### config.mk
export PLATFORM = sky130hd
export DESIGN_NAME = mem_arbiter
export DESIGN_NICKNAME = d
export VERILOG_FILES = /design/src/rtl/mem_arbiter_pkg.sv /design/src/rtl/mem_arbiter_arb_pick.sv /design/src/rtl/mem_arbiter.sv
export SDC_FILE = /design/constraint.sdc
export NUM_CORES = 1
export LEC_CHECK = 0
export BUFFER_PORTS_ARGS = -buffer_cell sky130_fd_sc_hd__buf_2
export CORE_MARGIN = 2
export CORE_UTILIZATION = 35
export DETAILED_ROUTE_END_ITERATION = 6
export PLACE_DENSITY = 0.63
export REMOVE_ABC_BUFFERS = 1
export SLEW_MARGIN = 20
export SYNTH_ARGS = -nofsm -noshare
export SYNTH_HDL_FRONTEND = slang
export SYNTH_SLANG_ARGS = --single-unit
### constraint.sdc
create_clock -name clk -period 12.4 [get_ports clk]
set_input_delay 0.62 -clock clk [delete_from_list [all_inputs] [get_ports clk]]
set_output_delay 0.62 -clock clk [all_outputs]
set_load 0.02 [all_outputs]
### src/rtl/mem_arbiter_pkg.sv
// Shared encodings for the memory bus arbiter: FSM states and owner codes.
package mem_arbiter_pkg;

    typedef enum logic [1:0] {
        ST_IDLE = 2'd0,
        ST_ADDR = 2'd1,
        ST_RESP = 2'd2
    } state_t;

    localparam logic OWN_IF = 1'b0;
    localparam logic OWN_D  = 1'b1;

endpackage

### src/rtl/mem_arbiter_arb_pick.sv
// Two-way winner select between fetch and data requests.
// MEM_ARB_RR_EN selects round-robin on ties; otherwise DATA always wins.
module arb_pick
    import mem_arbiter_pkg::*;
(
    input  logic if_req,
    input  logic d_req,
`ifdef MEM_ARB_RR_EN
    input  logic last_owner,
`endif
    output logic any_req,
    output logic winner
);

    assign any_req = if_req || d_req;

`ifdef MEM_ARB_RR_EN
    always_comb begin
        winner = d_req ? OWN_D : OWN_IF;
        if (if_req && d_req)
            winner = ~last_owner;
    end
`else
    assign winner = d_req ? OWN_D : OWN_IF;
`endif

endmodule

### src/rtl/mem_arbiter.sv
// Shares one memory bus between fetch and load/store ports with a bus timeout.
// Optional MEM_ARB_RR_EN switches tie-breaking from fixed DATA priority to round-robin.
module mem_arbiter
    import mem_arbiter_pkg::*;
#(
    parameter int AW       = 32,
    parameter int DW       = 32,
    parameter int WAIT_MAX = 255
) (
    input  logic            clk,
    input  logic            rst,
    input  logic            if_req,
    input  logic [AW-1:0]   if_addr,
    output logic            if_gnt,
    output logic            if_rvalid,
    output logic [DW-1:0]   if_rdata,
    output logic            if_err,
    input  logic            d_req,
    input  logic            d_we,
    input  logic [AW-1:0]   d_addr,
    input  logic [DW-1:0]   d_wdata,
    input  logic [DW/8-1:0] d_wstrb,
    output logic            d_gnt,
    output logic            d_rvalid,
    output logic [DW-1:0]   d_rdata,
    output logic            d_err,
    output logic            m_valid,
    input  logic            m_ready,
    output logic            m_we,
    output logic [AW-1:0]   m_addr,
    output logic [DW-1:0]   m_wdata,
    output logic [DW/8-1:0] m_wstrb,
    input  logic            m_rvalid,
    input  logic [DW-1:0]   m_rdata,
    output logic            owner,
    output logic            busy
);

    localparam int CW = $clog2(WAIT_MAX + 1);
    localparam logic [CW-1:0] CNT_MAX = CW'(WAIT_MAX);

    state_t        state;
    logic [CW-1:0] cnt;
    logic [CW-1:0] cnt_inc;
    logic          tmo;
    logic          hs;
    logic          any_req;
    logic          winner;
    logic          gnt_err_if;
    logic          gnt_err_d;
    logic          if_live;
    logic          d_live;
`ifdef MEM_ARB_RR_EN
    logic          last_owner;
`endif

    assign cnt_inc = (cnt == CNT_MAX) ? cnt : cnt + 1'b1;
    assign tmo     = (cnt_inc == CNT_MAX);
    assign hs      = (state == ST_ADDR) && m_ready;
    assign busy    = (state != ST_IDLE);

    // A request answered by an abort grant this cycle is already consumed.
    assign if_live = if_req && !gnt_err_if;
    assign d_live  = d_req && !gnt_err_d;

    assign if_gnt = (hs && owner == OWN_IF) || gnt_err_if;
    assign d_gnt  = (hs && owner == OWN_D) || gnt_err_d;

    arb_pick u_pick (
        .if_req     (if_live),
        .d_req      (d_live),
`ifdef MEM_ARB_RR_EN
        .last_owner (last_owner),
`endif
        .any_req    (any_req),
        .winner     (winner)
    );

    always_ff @(posedge clk or posedge rst) begin
        if (rst) begin
            state      <= ST_IDLE;
            cnt        <= '0;
            owner      <= OWN_IF;
            m_valid    <= 1'b0;
            m_we       <= 1'b0;
            m_addr     <= '0;
            m_wdata    <= '0;
            m_wstrb    <= '0;
            if_rvalid  <= 1'b0;
            if_rdata   <= '0;
            if_err     <= 1'b0;
            d_rvalid   <= 1'b0;
            d_rdata    <= '0;
            d_err      <= 1'b0;
            gnt_err_if <= 1'b0;
            gnt_err_d  <= 1'b0;
`ifdef MEM_ARB_RR_EN
            last_owner <= OWN_D;
`endif
        end else begin
            if_rvalid  <= 1'b0;
            d_rvalid   <= 1'b0;
            if_err     <= 1'b0;
            d_err      <= 1'b0;
            gnt_err_if <= 1'b0;
            gnt_err_d  <= 1'b0;
            unique case (state)
                ST_IDLE: begin
                    if (any_req) begin
                        owner   <= winner;
                        m_valid <= 1'b1;
                        cnt     <= '0;
                        state   <= ST_ADDR;
                        if (winner == OWN_D) begin
                            m_we    <= d_we;
                            m_addr  <= d_addr;
                            m_wdata <= d_wdata;
                            m_wstrb <= d_wstrb;
                        end else begin
                            m_we    <= 1'b0;
                            m_addr  <= if_addr;
                            m_wdata <= '0;
                            m_wstrb <= '0;
                        end
                    end
                end
                ST_ADDR: begin
                    if (m_ready) begin
                        m_valid <= 1'b0;
                        cnt     <= '0;
                        state   <= ST_RESP;
`ifdef MEM_ARB_RR_EN
                        last_owner <= owner;
`endif
                    end else if (tmo) begin
                        // Abort before acceptance: grant and error response together.
                        m_valid <= 1'b0;
                        cnt     <= cnt_inc;
                        state   <= ST_IDLE;
                        if (owner == OWN_D) begin
                            gnt_err_d <= 1'b1;
                            d_rvalid  <= 1'b1;
                            d_err     <= 1'b1;
                            d_rdata   <= '0;
                        end else begin
                            gnt_err_if <= 1'b1;
                            if_rvalid  <= 1'b1;
                            if_err     <= 1'b1;
                            if_rdata   <= '0;
                        end
`ifdef MEM_ARB_RR_EN
                        last_owner <= owner;
`endif
                    end else begin
                        cnt <= cnt_inc;
                    end
                end
                ST_RESP: begin
                    if (m_rvalid) begin
                        state <= ST_IDLE;
                        if (owner == OWN_D) begin
                            d_rvalid <= 1'b1;
                            d_rdata  <= m_we ? '0 : m_rdata;
                        end else begin
                            if_rvalid <= 1'b1;
                            if_rdata  <= m_rdata;
                        end
                    end else if (tmo) begin
                        cnt   <= cnt_inc;
                        state <= ST_IDLE;
                        if (owner == OWN_D) begin
                            d_rvalid <= 1'b1;
                            d_err    <= 1'b1;
                            d_rdata  <= '0;
                        end else begin
                            if_rvalid <= 1'b1;
                            if_err    <= 1'b1;
                            if_rdata  <= '0;
                        end
                    end else begin
                        cnt <= cnt_inc;
                    end
                end
                default: state <= ST_IDLE;
            endcase
        end
    end

endmodule

==> summary.txt, run 1 <==
GRT
  – GRT Total Usage: 19.6%
  – Grt ovf: 0
  – Vias in the first global route: 6100
  – Antenna violations before repair: 3
  – Largest net degree at the start of global routing: 96
  – Global-route wire length before repair: 33.9 mm

Detailed routing
  – DR DRC count: 0
  – DR vias: 6458
  – WL final: 21.8 mm
  – Drt initial violations: 358
  – Detail Route Antenna Nets: 0
  – Vias/cell: 5.12
  – DR WL/cell: 17.3 um
  – TritonRoute pass-1 iters: 5

Critical path
  – CP Data Arrival Time: 3460 ps
  – CP endpoint kind: flip-flop
  – R2R Path Start: cnt[0]
  – Worst Setup Start Kind: flip-flop
  – Setup CP Type: reg2reg
  – Critical path peak fanout: 37
  – WP data required: 12670 ps
  – Crit path launch: cnt[0]
  – Worst Reg-to-Reg Cells: 7

Logic synthesis
  – Synth Warn #: 0
  – Fraction of registers with async set/reset: 100%
  – Unique masters post-synth: 51
  – Register area share after synthesis: 52.1%
  – Proportion of netlist area held by the largest area contributor: 52.1%
  – Top_reg_cell synth: dfrtp_1
  – Synth Instances: 731
  – Largest area contributor in the netlist: dfrtp_1
  – #FFs+latches synth: 151
  – EDFF count, synth: 0
  – Mean post-synth cell area: 9.93 um2
  – Mapped Area: 7260 um2
  – Synth area leaders: dfrtp_1 (52%), a21oi_1 (5.4%), a22o_1 (4.6%), mux2i_1 (4.4%), nand2_1 (4.0%)

Clock tree
  – Clock root buffer: clkbuf_16
  – Post-CTS Hold Buffers: 0
  – Clock sinks: 151
  – Clock-pin slew on the worst setup and hold paths: 60 ps
  – CTS max path bufs: 2
  – # H-tree levels: 4
  – Setup repair bufs after CTS: 0
  – Post-CTS Resized: 0
  – Worst skew pair latency: 420 ps
  – CTS tree: done
  – Num CTS Buffers: 17

Timing
  – Fin crit period: 3190 ps
  – Final Skew: 10.7 ps
  – Setup TNS: 0 ps
  – Worst-Margin Slew: 940 ps
  – Fin. Hold Viols: 0
  – Peak Freq: 314 MHz
  – Fin crit share: 25.7%
  – Max-slew headroom: 37.2%
  – Slew Limit Fails: 0
  – Setup violations, final: 0
  – RSZ-0062 raised after global routing: false

Worst hold path
  – Hold Path Class: in2async

Floorplan
  – Total core area: 20300 um2
  – Rows: 52
  – Die area: 21900 um2
  – Initial Util: 35.8%
  – Die extent in x: 148 um
  – Top Ports: 281
  – Die Ht: 148 um

Final layout
  – Final Non-Filler Cells: 1261
  – Area grow syn2layout: 30.7%
  – Fin nets: 1121
  – Layout cell share with drive strength beyond 1: 34.2%

Placement
  – GPL Wtd Cong: 0.857
  – Number of port buffers: 280
  – DP HPWL: 15.1 mm
  – DP Cell Count: 1228

Run status
  – Outcome: completed

Flow run
  – MaxCap Viol Count: 0

Pwr
  – Pwr Density: 234 nW/um2
  – Max VDD drop: 0.000136 V
  – Leakage: 4.70 nW
[routing by layer]
layer	vias up	wire, um	track usage (%)
met4	4	214	5.05
met2	248	10100	30.4
li1	3170	-	-
met1	3019	9850	27.4
met5	-	14	0
met3	17	1560	5.34
[synth_stat cells (2+ instances only)]
cell,instances
mux2i_1,32
nand3_1,7
nor3_1,2
o21bai_1,2
a22o_1,38
nor2_1,12
clkbuf_1,48
dfrtp_1,151
and2_1,3
a21o_1,2
a21oi_1,79
or3_1,32
o31ai_1,4
buf_4,3
nand2_1,77
nor2b_1,37
nand4_1,2
o21a_1,2
o21ai_0,36
buf_2,10
ha_1,5
inv_1,9
nor3b_1,33
buf_1,4
o211ai_1,33
nor4_1,8
a31oi_1,36
[worst max-delay path, cell delays in order, from the launching register on]
cell and delay, ps:
dfrtp_1 450, ha_1 360, nand2_1 120, a21boi_0 140
or4b_1 580, nor2_4 740, buf_4 480, o211ai_1 170
[per-stage QoR]
stage	utilization [%]	setup slack, ps	power, mW	cell area, um2	hold slack (ps)
floorplan	-	6140	1.36	6990	537
global placement	43.7	9260	1.69	8880	457
detailed placement	43.7	9200	1.70	8880	465
CTS	46.7	9200	2.25	9490	389
global route	46.7	9010	2.38	9490	389
finish	46.8	9210	2.22	9490	356
[sequential cells by signal, indices dropped and copies added (netlist names)]
register    cells
m_valid         1
m_wstrb         4
owner           1
m_addr         32
state           2
d_rvalid        1
gnt_err_d       1
gnt_err_if      1
if_rdata       32
if_err          1
d_rdata        32
m_wdata        32
if_rvalid       1
m_we            1
d_err           1
cnt             8
[cell type report]
cell class              instances  area [um2]
fillers                      1979       10800
flip-flops and latches        151        3780
multi-input cells             505        3220
repair buffers                293        1500
clock buffers                  17         425
well taps                     270         338
clock inverters                15         185
inverters                       9        38.8
diodes                          1        2.50
[path summary, 6_finish.rpt]
kind	endpoint	slack [ps]
worst min-delay path	m_addr[18]	360
max in group asynchronous	m_wdata[31]	10730
worst max register to register	if_rdata[13]	9210
worst min register to register	m_addr[20]	470
worst max-delay path	if_rdata[13]	9210
min in group clk	m_wdata[27]	410
[placed cells by master, fill, tap and decap left out, types with 2 or more instances in the layout]
cell	n
buf_2	280
dfrtp_1	151
a21oi_1	78
nand2_1	77
a22o_1	38
nor2b_1	36
a31oi_1	36
o21ai_0	36
nor3b_1	33
o211ai_1	33
or3_1	32
mux2i_1	32
clkbuf_16	17
buf_4	13
nor2_1	11
inv_1	8
nor4_1	7
nand3_1	6
inv_6	5
ha_1	5
o31ai_1	4
clkinv_4	4
and2_1	3
inv_8	3
nand4_1	2
nor3_1	2
o21a_1	2
a21o_1	2
o21bai_1	2
bufinv_16	2
[cells by family after synthesis]
group	Yosys count	share of synthesized area (%)
buffers and inverters	75	4.22
multiplexers	33	4.57
AND/OR/NAND/NOR	222	16.7
adder cells (fa/ha/maj)	5	0.862
AO/OA/AOI/OAI	245	21.6
flip-flops	151	52.1
[report_power, final]
group          total [mW]  internal (mW)  switching, mW
combinational       0.916          0.324          0.592
clock               0.538          0.306          0.232
sequential          0.768          0.663          0.105
(Power assumes the default switching activity.)
==> run 2: changes to the inputs <==
- ABC_AREA: not set -> 1
- PLACE_DENSITY: 0.63 -> 0.64
- clock period: 12.4 -> 2.65 ns (I/O delays scaled with it)
==> run 2 against run 1 <==
- sequential power rose to 4.8 times the previous value
- non-clock buffer count rose by 102
- power rose to 5.7 times the previous value
- final area rose by 14%
- maximum frequency rose by 38%
- sequential share of layout area fell by 4.9 points
- critical path type unchanged
==> summary.txt, run 2 <==
Critical path
  – Slowest-stage cell, CP: dlygate4sd3_1
  – Cell mode on critical path: inv_1
  – CP cell instances: inv_1 > ha_1 > inv_1 > nor2_4 > buf_6 > nor2_1 > a31oi_1 > dlygate4sd3_1
  – Worst Setup Start Kind: flip-flop
  – CP Data Arrival Time: 2680 ps
  – Critical path peak fanout: 67
  – Setup CP Type: reg2reg
  – WP data required: 3010 ps
  – Max incr delay on CP: 570 ps
  – CP endpoint kind: flip-flop

Logic synthesis
  – Synth Instances: 1006
  – Synth Area in Compound Gates: 15.7%
  – Post-synthesis adder-cell area fraction: 0.823%
  – Fraction of registers with async set/reset: 100%
  – Post-synthesis mux area share: 0%
  – Mapped Area: 7600 um2
  – Post-synthesis xor/xnor area fraction: 0%
  – Synth Warn #: 0
  – Top_reg_cell synth: dfrtp_1
  – Most common cell in the netlist: nand2_1
  – Post-Synth Simple-Gate Area: 22.2%
  – Post-synth top cells: nand2_1 (219), inv_1 (157), dfrtp_1 (151)
  – Proportion of netlist area held by the largest area contributor: 49.7%
  – Register area share after synthesis: 49.7%
  – Largest family of logic cells by synthesized area: simple AND/OR/NAND/NOR gates
  – Synth area leaders: dfrtp_1 (50%), nand2_1 (11%), inv_1 (7.7%), nor2_1 (6.8%), a21oi_1 (6.6%)
  – #FFs+latches synth: 151
  – EDFF count, synth: 0
  – Mean post-synth cell area: 7.56 um2
  – Largest area contributor in the netlist: dfrtp_1
  – Unique masters post-synth: 26

Worst hold path
  – Hold Path Class: in2reg

Final layout
  – Design area: 10800 um2
  – FILL cells: 2007
  – Commonest non-fill, non-tap cell in the layout: buf_2
  – Most frequent cells in the layout: buf_2 (280), nand2_1 (218), inv_1 (155), dfrtp_1 (151), nor2_1 (137)
  – ANT cells: 0
  – Fin nets: 1505
  – Area grow syn2layout: 42.5%
  – Layout cell share with drive strength beyond 1: 25.5%

Timing
  – WHS: 26.4 ps
  – Fin. Hold Viols: 0
  – Setup violations, final: 0
  – RSZ-0062 raised after global routing: false
  – Peak Freq: 432 MHz
  – Fin crit period: 2310 ps
  – Final Skew: 10.2 ps
  – Worst-Margin Slew: 729 ps
  – Max-slew headroom: 51.4%
  – Slew Limit Fails: 0
  – Fin crit share: 87.3%

Run status
  – Outcome: completed

Placement
  – Post-placement cell area: 9270 um2
  – GPL Wtd Cong: 0.836
  – DP HPWL: 16.7 mm
  – Number of port buffers: 280

Pwr
  – Clock power share: 19.4%
  – Sequential share of power: 29.4%
  – Leakage: 6.08 nW
  – Max VDD drop: 0.000586 V
  – Sw frac: 44.8%
  – Logic pwr share: 51.2%
  – Pwr Density: 1160 nW/um2
  – Internal: 6.95 mW
  – Sw Pwr: 5.64 mW

Clock tree
  – CTS tree: done
  – Worst skew pair latency: 420 ps
  – # H-tree levels: 4
  – Clock-pin slew on the worst setup and hold paths: 70 ps
  – Num CTS Buffers: 17
  – CTS max path bufs: 2
  – Clock sinks: 151
  – Clock root buffer: clkbuf_16

GRT
  – Global-route wire length before repair: 39.3 mm
  – GRT Total Usage: 22.1%
  – Grt ovf: 0
  – Antenna violations before repair: 1
  – Vias in the first global route: 7853
  – Largest net degree at the start of global routing: 93

Detailed routing
  – Vias/cell: 4.82
  – DR DRC count: 0
  – Detail Route Antenna Nets: 0
  – DR vias: 7942
  – WL final: 25.2 mm
  – DR WL/cell: 15.3 um
  – TritonRoute pass-1 iters: 5
  – Drt initial violations: 342

Floorplan
  – Die extent in x: 151 um
  – Die area: 22900 um2
  – Top Ports: 281
  – Rows: 53
  – Total core area: 21200 um2
  – Initial Util: 35.9%
  – Die Ht: 151 um

Flow run
  – MaxCap Viol Count: 0
[run 2: changes by cell type after synthesis, moves of 12 or more]
cell and change:
inv_1 +148, nand2_1 +142, nor2_1 +126, nor2b_1 -37, a22o_1 -36, nand3_1 +33, nor3b_1 -33, o211ai_1 -33
mux2i_1 -32, or3_1 -32, a31oi_1 +28, a21oi_1 +21, o21ai_0 +12
[run 2: final timing paths]
path / startpoint / to / slack (ps) / cells past startpoint
max in group asynchronous: rst / m_we / 1530 / 4
setup reg to reg: state[0] / m_addr[20] / 340 / 8
hold / removal: if_addr[5] / m_addr[5] / 30 / 3
hold reg to reg: m_valid / m_valid / 470 / 2
setup / recovery: state[0] / m_addr[20] / 340 / 8
min in group asynchronous: rst / m_wdata[4] / 390 / 3
[run 2: cell families (layout without fill, tap and decap cells)]
family	after synthesis	in the layout
and+or+nand+nor	411	411
DFF	151	151
adders and majority gates	5	5
AOI/OAI and AO/OA	220	220
buffers and inverters	219	587
[run 2: layout make-up]
type                       instances  area, um2  area share [%]
sequential                       151       3780            34.9
multi-input combinational        636       2960            27.3
timing repair buffer             395       2560            23.7
inverter                         160        607            5.60
clock buffer                      19        453            4.18
tap                              275        344            3.18
clock inverter                    13        131            1.21
[run 2: metal layers]
metal  vias to the layer above  GRT usage [%]  wire length [um]
li1                       3873              -                 -
met1                      3708           27.1             10400
met2                       316           37.6             12300
met3                        45           4.31              1720
met4                         0           9.86               813
met5                         -              0                 0
[run 2: power groups by stage]
stage	combinational, mW	sequential [mW]	clock [mW]
2_1_floorplan	2.87	4.67	0
3_3_place_gp	5.83	3.72	0
3_5_place_dp	5.94	3.73	0
4_1_cts	6.45	3.70	2.49
5_1_grt	7.17	3.81	2.59
6_report	6.44	3.71	2.44
[run 2: through the flow]
step	total power, mW	utilization [%]	setup WS [ps]	setup TNS (ps)	cells
floorplan	7.54	-	-2100	-454270	947
detailed placement	9.67	43.8	517	0	1519
global route	13.6	51.2	122	0	1649
global placement	9.55	43.8	544	0	1519
finish	12.6	51.2	335	0	1649
CTS	12.6	51.2	224	0	1649
[run 2: what timing repair did]
action                                  4_1_cts  5_1_grt
hold buffers                                 98        0
setup buffers                                 0        0
resized for setup                             0        1
endpoints found under the setup margin        0        3
hold endpoints to repair                    139        0
[run 2: critical path, delay by kind of cell, from the launching register on]
| kind | cells | cell delay (ps) |
|---|---|---|
| AOI/OAI and AO/OA | 1 | 170 |
| DFF | 1 | 410 |
| buffers and inverters | 4 | 1190 |
| and+or+nand+nor | 2 | 220 |
| adders and majority gates | 1 | 220 |
==> run 3: changes to the inputs <==
==> constraint.sdc (replaced) <==
create_clock -name clk -period 2.65 [get_ports clk]
set_input_delay 0.265 -clock clk [delete_from_list [all_inputs] [get_ports clk]]
set_output_delay 0.265 -clock clk [all_outputs]
set_load 0.02 [all_outputs]
==> run 3 against run 2 <==
- global-route usage fell by 1.5 points
- clock skew is 3.4 ps higher
- non-clock buffer count shrank 96
- hold slack gained 42 ps
- clock power fell by 2%
==> summary.txt, run 3 (synthesis results as in run 2) <==
Floorplan
  – Rows: 53
  – Initial Util: 35.9%
  – Top Ports: 281
  – Die area: 22900 um2
  – Die extent in x: 151 um
  – Die Ht: 151 um
  – Total core area: 21200 um2

Critical path
  – R2R Path Start: cnt[1]
  – Worst Reg-to-Reg Cells: 10
  – Worst Setup EP: d_rdata[19]
  – WP data required: 2960 ps
  – CP Data Arrival Time: 2480 ps
  – Worst Setup Start Kind: flip-flop
  – Crit path launch: cnt[1]
  – Reg-to-reg setup timing slack: 480 ps
  – Reg2reg end: d_rdata[19]
  – Setup CP Type: reg2reg
  – Critical path peak fanout: 35
  – CP endpoint kind: flip-flop

Pwr
  – Total power: 12.0 mW
  – Pwr Density: 1220 nW/um2
  – Leakage: 5.69 nW
  – Max VDD drop: 0.000475 V

Clock tree
  – CTS max path bufs: 2
  – Worst skew pair latency: 430 ps
  – Post-CTS Hold Buffers: 1
  – Setup repair bufs after CTS: 0
  – # H-tree levels: 4
  – CTS tree: done
  – Clock sinks: 151
  – Num CTS Buffers: 17
  – Post-CTS Resized: 0
  – Clock-pin slew on the worst setup and hold paths: 80 ps
  – Clock root buffer: clkbuf_16

Detailed routing
  – DR DRC count: 0
  – Detail Route Antenna Nets: 0
  – Drt initial violations: 356
  – DR vias: 7394
  – Vias/cell: 4.76
  – TritonRoute pass-1 iters: 5
  – DR WL/cell: 15.0 um
  – WL final: 23.4 mm

Timing
  – Fin crit period: 2170 ps
  – Fin crit share: 81.9%
  – Fin. Hold Viols: 0
  – WHS: 68.0 ps
  – Setup TNS: 0 ps
  – Setup violations, final: 0
  – RSZ-0062 raised after global routing: false
  – Slew Limit Fails: 0
  – Final Worst Setup Slack: 480 ps
  – Max-slew headroom: 57.3%
  – Final Skew: 13.6 ps
  – Worst-Margin Slew: 640 ps
  – Peak Freq: 461 MHz

Final layout
  – Layout cell share with drive strength beyond 1: 27.5%
  – Area of the multi-input gates: 2960 um2
  – Commonest non-fill, non-tap cell in the layout: buf_2
  – Reg area: 3780 um2
  – Fin nets: 1409
  – Most frequent cells in the layout: buf_2 (280), nand2_1 (218), inv_1 (155), dfrtp_1 (151), nor2_1 (137)
  – FILL cells: 2128
  – Final Non-Filler Cells: 1554
  – Area grow syn2layout: 29.6%

GRT
  – Global-route wire length before repair: 36.5 mm
  – Largest net degree at the start of global routing: 105
  – Antenna violations before repair: 5
  – GRT Total Usage: 20.5%
  – Vias in the first global route: 7090
  – Grt ovf: 0

Run status
  – Outcome: completed

Worst hold path
  – Hold Path Class: in2reg

Placement
  – Dpl ws: 471 ps
  – GPL Wtd Cong: 0.872
  – Number of port buffers: 280
  – DP HPWL: 16.7 mm
  – DP Cell Count: 1520

Flow run
  – MaxCap Viol Count: 0
run 3: changes by cell type in the layout (fill, tap and decap cells not counted), sizes merged:
cell / previous run / this run
clkinv: 4 / 6
dlygate4sd3: 98 / 1
clkinvlp: 2 / 1
clkbuf: 19 / 17
bufinv: 1 / 0
buf: 297 / 298
diode: 0 / 1
inv: 166 / 168
run 3: layout make-up:
cell class                 count  share of cell area (%)
inverter                     160                    6.16
tap                          275                    3.49
sequential                   151                    38.3
timing repair buffer         299                    16.1
multi-input combinational    636                    30.0
clock buffer                  17                    4.32
clock inverter                15                    1.57
antenna                        1                  0.0254
run 3: critical path, cell delays in order, from the launching register on:
cell	delay, ps
dfrtp_1	400
ha_1	230
nand3_1	150
nor2_1	120
o21ai_0	90
nand2_1	110
nand2_2	80
nor2_4	170
nand3_4	430
nand2_1	190
a21oi_1	80
run 3: metrics by stage:
stage	util [%]	cell area, um2
floorplan	-	7330
global placement	43.8	9260
detailed placement	43.8	9260
CTS	46.6	9850
global route	46.6	9860
finish	46.6	9860
run 3: how the worst min path moves through the flow:
stage	cells past startpoint	to	start
floorplan	2	m_wdata[20]	d_wdata[20]
global placement	2	m_wdata[5]	rst
detailed placement	2	m_wdata[5]	rst
CTS	3	m_wdata[21]	d_wdata[21]
global route	3	m_wdata[21]	d_wdata[21]
finish	3	m_wdata[21]	d_wdata[21]
run 3: per-layer routing:
metal / vias to the layer above / part of all wire [%] / global-route usage, %
met3: 28 / 9.2 / 5.75
li1: 3678 / - / -
met4: 6 / 1.5 / 5.56
met2: 305 / 49 / 35.6
met1: 3377 / 40 / 25.0
met5: - / 0.14 / 0
run 3: where the power goes:
group	switching (mW)	internal (mW)
combinational	3.91	1.98
clock	1.13	1.26
sequential	0.523	3.18
total	5.56	6.41
